--- src/rtl/iob_vga_sync.sv ---
// iob_vga_sync: 640x480@60 Hz raster timing generator and registered VGA output stage.
// Scans the frame, hands (x,y) to the image memory, registers the returned colour
// together with hsync/vsync, and emits a one-clk frame-start pulse for tick pacing.
// Optional build macro VGA_TEST_PATTERN_EN adds input vga_tp_sel, which substitutes
// eight vertical colour bars for the image memory colour in the active area.
module iob_vga_sync #(
    parameter int CLK_DIV  = 4,
    parameter int H_ACTIVE = 640,
    parameter int H_FP     = 16,
    parameter int H_SYNC   = 96,
    parameter int H_BP     = 48,
    parameter int V_ACTIVE = 480,
    parameter int V_FP     = 10,
    parameter int V_SYNC   = 2,
    parameter int V_BP     = 33,
    parameter bit SYNC_POL = 1'b0
) (
    input  logic        clk,
    input  logic        rst,
`ifdef VGA_TEST_PATTERN_EN
    input  logic        vga_tp_sel,
`endif
    output logic [9:0]  vga_pixel_x,
    output logic [9:0]  vga_pixel_y,
    input  logic [11:0] vga_rgb_in,
    output logic        vga_hs,
    output logic        vga_vs,
    output logic [11:0] vga_rgb,
    output logic        vga_video_on,
    output logic        vga_frame_start
);

    localparam int H_TOTAL  = H_ACTIVE + H_FP + H_SYNC + H_BP;
    localparam int V_TOTAL  = V_ACTIVE + V_FP + V_SYNC + V_BP;
    localparam int HS_START = H_ACTIVE + H_FP;
    localparam int HS_END   = HS_START + H_SYNC;
    localparam int VS_START = V_ACTIVE + V_FP;
    localparam int VS_END   = VS_START + V_SYNC;
    localparam int DIV_W    = (CLK_DIV > 1) ? $clog2(CLK_DIV) : 1;

    // Counters are 10 bits wide, so neither total may exceed 1024.
    generate
        if (H_TOTAL > 1024 || V_TOTAL > 1024) begin : g_bad_total
            $error("iob_vga_sync: H_TOTAL and V_TOTAL must both be <= 1024");
        end
        if (CLK_DIV < 1) begin : g_bad_div
            $error("iob_vga_sync: CLK_DIV must be >= 1");
        end
    endgenerate

    logic [9:0]  h_cnt_reg;
    logic [9:0]  v_cnt_reg;
    logic        tick;
    logic        h_wrap;
    logic        v_wrap;
    logic        hs_raw;
    logic        vs_raw;
    logic        video_on;
    logic [11:0] pix_src;
    logic        hs_reg;
    logic        vs_reg;
    logic [11:0] rgb_reg;

    // Pixel-rate enable; with CLK_DIV=1 every clock is a pixel.
    generate
        if (CLK_DIV == 1) begin : g_nodiv
            assign tick = 1'b1;
        end else begin : g_div
            logic [DIV_W-1:0] div_cnt_reg;

            // Free-running clock divider, restarted by reset.
            always_ff @(posedge clk) begin
                if (!rst) begin
                    div_cnt_reg <= '0;
                end else if (div_cnt_reg == DIV_W'(CLK_DIV - 1)) begin
                    div_cnt_reg <= '0;
                end else begin
                    div_cnt_reg <= div_cnt_reg + DIV_W'(1);
                end
            end

            assign tick = (div_cnt_reg == DIV_W'(CLK_DIV - 1));
        end
    endgenerate

    assign h_wrap = (h_cnt_reg == 10'(H_TOTAL - 1));
    assign v_wrap = (v_cnt_reg == 10'(V_TOTAL - 1));

    // Raster position: h advances every tick, v advances when h wraps.
    always_ff @(posedge clk) begin
        if (!rst) begin
            h_cnt_reg <= '0;
            v_cnt_reg <= '0;
        end else if (tick) begin
            if (h_wrap) begin
                h_cnt_reg <= '0;
                v_cnt_reg <= v_wrap ? 10'd0 : v_cnt_reg + 10'd1;
            end else begin
                h_cnt_reg <= h_cnt_reg + 10'd1;
            end
        end
    end

    // Compare in 11 bits so a sync window ending exactly at 1024 still decodes.
    assign video_on = ({1'b0, h_cnt_reg} < 11'(H_ACTIVE)) && ({1'b0, v_cnt_reg} < 11'(V_ACTIVE));
    assign hs_raw   = ({1'b0, h_cnt_reg} >= 11'(HS_START)) && ({1'b0, h_cnt_reg} < 11'(HS_END));
    assign vs_raw   = ({1'b0, v_cnt_reg} >= 11'(VS_START)) && ({1'b0, v_cnt_reg} < 11'(VS_END));

`ifdef VGA_TEST_PATTERN_EN
    localparam int BAR_W = H_ACTIVE / 8;

    generate
        if (BAR_W < 1) begin : g_bad_bar
            $error("iob_vga_sync: H_ACTIVE must be >= 8 for the test pattern");
        end
    endgenerate

    // Bar colours: R on for bars 0,1,4,5; G on for 0..3; B on for even bars.
    logic [11:0] bar_lut [8];
    genvar gi;
    generate
        for (gi = 0; gi < 8; gi++) begin : g_bar
            localparam logic [2:0] IDX = 3'(gi);
            assign bar_lut[gi] = {{4{~IDX[1]}}, {4{~IDX[2]}}, {4{~IDX[0]}}};
        end
    endgenerate

    logic [9:0] bar_q;
    logic [2:0] bar_idx;

    // Pick the bar under the current column, clamping any remainder columns to bar 7.
    always_comb begin
        bar_q   = h_cnt_reg / 10'(BAR_W);
        bar_idx = (bar_q > 10'd7) ? 3'd7 : bar_q[2:0];
        pix_src = vga_tp_sel ? bar_lut[bar_idx] : vga_rgb_in;
    end
`else
    assign pix_src = vga_rgb_in;
`endif

    // Output stage: sync and colour registered together so they stay aligned.
    always_ff @(posedge clk) begin
        if (!rst) begin
            hs_reg  <= ~SYNC_POL;
            vs_reg  <= ~SYNC_POL;
            rgb_reg <= 12'h000;
        end else if (tick) begin
            hs_reg  <= hs_raw ? SYNC_POL : ~SYNC_POL;
            vs_reg  <= vs_raw ? SYNC_POL : ~SYNC_POL;
            rgb_reg <= video_on ? pix_src : 12'h000;
        end
    end

    assign vga_pixel_x     = h_cnt_reg;
    assign vga_pixel_y     = v_cnt_reg;
    assign vga_video_on    = video_on;
    assign vga_hs          = hs_reg;
    assign vga_vs          = vs_reg;
    assign vga_rgb         = rgb_reg;
    // Gated by rst so a reset cycle never reports a frame boundary.
    assign vga_frame_start = rst & tick & h_wrap & v_wrap;

endmodule

--- config.mk ---
export PLATFORM = sky130hd
export DESIGN_NAME = iob_vga_sync
export DESIGN_NICKNAME = d
export VERILOG_FILES = /design/src/rtl/iob_vga_sync.sv
export SDC_FILE = /design/constraint.sdc
export NUM_CORES = 1
export LEC_CHECK = 0
export CAP_MARGIN = 20
export CORE_UTILIZATION = 40
export DETAILED_ROUTE_END_ITERATION = 7
export GPL_TIMING_DRIVEN = 1
export HOLD_SLACK_MARGIN = 0.1
export PLACE_DENSITY = 0.71
export SLEW_MARGIN = 0
export SYNTH_ARGS = -nofsm -noshare
export SYNTH_HDL_FRONTEND = slang
export SYNTH_SLANG_ARGS = --single-unit
--- constraint.sdc ---
create_clock -name clk -period 3.9 [get_ports clk]
set_clock_uncertainty 0.2 [all_clocks]
set_input_delay 0.975 -clock clk [delete_from_list [all_inputs] [get_ports clk]]
set_output_delay 0.975 -clock clk [all_outputs]
set_load 0.005 [all_outputs]
# --- Word level (Yosys, flattened, before mapping) ---
# Cells that the tools add are included.
# W data, S select, Z words.
op_classes:
  n_addsub: 3
  magnitude_cmp: 6
  n_eq_ne: 3
  n_mux: 5
  bitwise_logic: 4
  reduce_logical: 5
op_table:
  columns: ["op", "count"]
  rows:
  - ["$add A10 B1 Y10 const B", 2]
  - ["$eq A10 B10 Y1 const B", 2]
  - ["$lt A10 B10 Y1 const B", 2]
  - ["$lt A10 B9 Y1 const B", 2]
  - ["$mux W10", 2]
  - ["$mux W12", 1]
  - ["$ge A10 B10 Y1 const B", 1]
  - ["$ge A10 B9 Y1 const B", 1]
  - ["$and A1 B1 Y1", 3]
  - ["$logic_and A1 B1 Y1", 3]
  - ["$add A2 B1 Y2 const B", 1]
  - ["$eq A2 B2 Y1 const B", 1]
  - ["$mux W1", 2]
  - ["$reduce_and A2 Y1", 1]
  - ["$reduce_or A2 Y1", 1]
  - ["$not A1 Y1", 1]
totals:
  reg_bits: 36
  input_bits: 14
  word_cells: 32

# --- Logic depth before layout (Yosys ltp) ---
depth:
  depth_word: 4
  depth_mapped: 6

# --- Least setup slack after synthesis ---
# Ideal clock, no wire load.
synth_timing:
  path_kind: "register to output"
  from: "reg h_cnt_reg[0], in the netlist vga_pixel_x[0]"
  to: "out vga_frame_start"
  arrival_time_ns: 1.303
  slack_ns: 1.422
  path_stages_with_launch: 6
  path_buffers: 0
  cell_sequence: "dfxtp_1 ha_1 and4bb_2 and3_1 nand3_1 nor2_1"
synth_via:
  elab_chain_cells: 3
synth_rtl:
  columns: ["item", "line", "source"]
  rows:
  - ["start, declared", "51", "logic [9:0] h_cnt_reg;"]
  - ["start signal, assigned", "99", "h_cnt_reg <= h_cnt_reg + 10'd1;"]
  - ["$eq A10 B10 Y1", "86", "assign h_wrap = (h_cnt_reg == 10'(H_TOTAL - 1));"]
  - ["$and A1 B1 Y1 (2 in series)", "161", "assign vga_frame_start = rst & tick & h_wrap & v_wrap;"]
  - ["end, declared", "30", "output logic vga_frame_start"]
# Every way passes these cells.

# --- Worst setup path after layout ---
layout_timing:
  from: "reg g_div.div_cnt_reg[0]"
  to: "out vga_frame_start"
layout_via:
  elab_chain_cells: 4
layout_rtl:
  columns: ["item", "line", "source"]
  rows:
  - ["start, declared", "69", "logic [DIV_W-1:0] div_cnt_reg;"]
  - ["start signal, assigned", "78", "div_cnt_reg <= div_cnt_reg + DIV_W'(1);"]
  - ["$eq A2 B2 Y1", "82", "assign tick = (div_cnt_reg == DIV_W'(CLK_DIV - 1));"]
  - ["$and A1 B1 Y1 (3 in series)", "161", null]
# Every way passes these cells.

==> results.md <==
- Synth async-reset ratio: 0%
- Post-CTS sizing: 0
- Share of layout cells above drive strength 1: 6.250%
- Place WS: 485.3 ps
- Die area: 4209 sq um
- # setup viols final: 0
- Worst Tran Pin Value: 823.6 ps
- Share of the synthesized area in the top cell type: a little under half
- All-layer global routing usage: 20.83%
- DR WL/cell: 14.56 microns
- Post-DP Area: 2118 sq um
- Synth warn: 0
- DRC violations left: 0
- Pwr dens: 341.7 nW/um^2
- Max reg flops: 12
- Hold Slack: about 230 ps
- CTS Buf Count: 5
- Fin area: 2226 sq um
- Post-synthesis cell count: 171
- Detailed-router iteration count before antenna repair: 4
- Cell family with most CP delay: simple AND/OR/NAND/NOR gates
- Clock root buffer: clkbuf_8
- Max transition margin: 44.89%
- CP Max Fanout: 14
- Core footprint: 3716 sq um
- Reg clk slew, reported paths: 70 ps
- Synth Flop Type: dfxtp_1
- Setup CP Type: flip-flop to output pin
- Clock latency on the worst-skew pair: slightly below 300 ps
- H-tree lvl count: 2
- Syn_area_per_cell: 9.249 sq um
- Commonest cells after routing, fill and taps aside: 49 x clkdlybuf4s50_1, 36 x dfxtp_1, 19 x nor2_1
- EDFF count, synth: 0
- Sequential-to-total area share from yosys stat: a little under half
- Worst Setup End Kind: output pin
- Max frequency: 284.8 MHz
- Final net count: about 240
- Hold-fix buffers, CTS: 0
- Worst-path cell chain: ha_1 > and3_1 > and3_1 > nand3_1 > nor2_1 > clkdlybuf4s50_1
- R2r worst-path depth: 5
- GR Overflow Total: 0
- DRT iter0 DRCs: 94
- Number of I/O port buffers: 49
- Core Rows: 22
- DP Cell Count: approximately 260
- Largest area contributor in the netlist: dfxtp_1
- Starting density of the core: 42.56%
- Post-layout util: 59.90%
- Sinks on the clock net: 36
- Slew Viols, Final: 0
- First-pass GRT wire length: 6603 microns
- Vias in the first global route: 1339
- CTS max path bufs: 2
- Final std cells w/o fill: 272
- Setup TNS: 0 ps
- Synth Net Count: 190
- Largest net degree at the start of global routing: 15
- RSZ-0062 raised after global routing: false
- Clock period minus final worst setup slack: 3512 ps
- Fin worst setup slack: just under 400 ps
- Yosys cell types: 33
- FF-to-FF Start: g_div.div_cnt_reg[0]
- Area grow syn2layout: 40.74%
- Tcrit/Tclk final: 90.04%
- Post-CTS Setup Inserts: 0
- Peak VDD IR: 0.0002313 V
- Commonest non-fill, non-tap cell in the layout: clkdlybuf4s50_1
- Routed Antenna Nets: 0
- Max-cap viol count: 0
- Pleak: between 0.7 and 0.8 nW
- Die width: 64.88 microns
- CTS tree: done
- Worst hold path type: flip-flop to flip-flop
- Startpoint Class: flip-flop
- Hold Crit Start: g_div.div_cnt_reg[0]
- WP buf/inv: 1
- Hold Path Cell Cnt: 1
- Top Ports: 50
- DP Wirelength: about 2800 microns
- Post-Syn Area: 1582 sq um
- Top post-synthesis cells by area: dfxtp_1 46%, a22o_1 6.6%, xnor2_1 5.5%
- Via Count: 1471
- Worst path arrival time: 2340 ps
- Register bit total from synthesis: 36
- CP dominant cell by count: and3_1
- Crit path from: g_div.div_cnt_reg[0]
- Crit path max-delay cell type: clkdlybuf4s50_1
- Die Height: 64.88 microns
- CP max stage delay: 500 ps
- Final Hold Viols: 0
- CP Depth: 6
- Status: finished, final reports clean
- Power, Total: 0.7606 mW
- Initial antenna violation count: 0
- Final GP Congestion: between 0.7 and 0.8
- Vias per cell: around 5.4
- Final wirelength: about 4000 microns
- Worst EP required: roughly 2700 ps
- Diode count: 0
-- cell usage after synthesis, types with 2 or more instances --
cell type / count
dfxtp_1: 36
nor2_1: 19
a22o_1: 12
nand2_1: 11
xnor2_1: 10
nand4_1: 9
nor3_1: 8
a21oi_1: 7
nand3_1: 7
inv_1: 6
ha_1: 5
nor4_1: 5
clkbuf_1: 4
o21ai_0: 4
or3_1: 3
xor2_1: 3
and3_1: 2
buf_2: 2
mux2i_1: 2
nand2b_1: 2
nand3b_1: 2
-- final cells by class --
cell class | instances | area, sq um
clock buffer | 6 | 72.57
clock inverter | 2 | 35.03
fill | 349 | 1490
inverter | 6 | 22.52
multi-input combinational | 122 | 802.0
sequential | 36 | 720.7
tap | 48 | 60.06
timing repair buffer | 52 | 513.0
-- path summary, 6_finish.rpt --
kind / slack, ps / end
hold / removal: 230 / g_div.div_cnt_reg[0]
setup reg to reg: 1570 / vga_pixel_y[9]
setup / recovery: 390 / vga_frame_start
hold reg to reg: 230 / g_div.div_cnt_reg[0]
-- per-layer routing --
metal | vias up | wire, microns | global-route usage, %
met5 | - | 0 | 0
met4 | 0 | 76 | 8.889
met3 | 8 | 198 | 6.162
met2 | 45 | 1909 | 31.25
met1 | 695 | 1776 | 27.46
li1 | 723 | - | -
-- power breakdown --
group	internal [mW]	switching, mW
Sequential	0.377	0.00545
Combinational	0.0322	0.0207
Clock	0.190	0.136
Total	0.599	0.162
-- cell families after synthesis --
kind of cell / Yosys count / share of synthesized area, %
flip-flops: 36 / 45.57
AND/OR/NAND/NOR: 75 / 26.11
adder cells (fa/ha/maj): 5 / 3.956
buffers and inverters: 13 / 3.718
multiplexers: 2 / 1.266
XOR/XNOR: 13 / 7.199
AO/OA/AOI/OAI: 27 / 12.18
No activity file was read; power rests on OpenSTA's default activity.
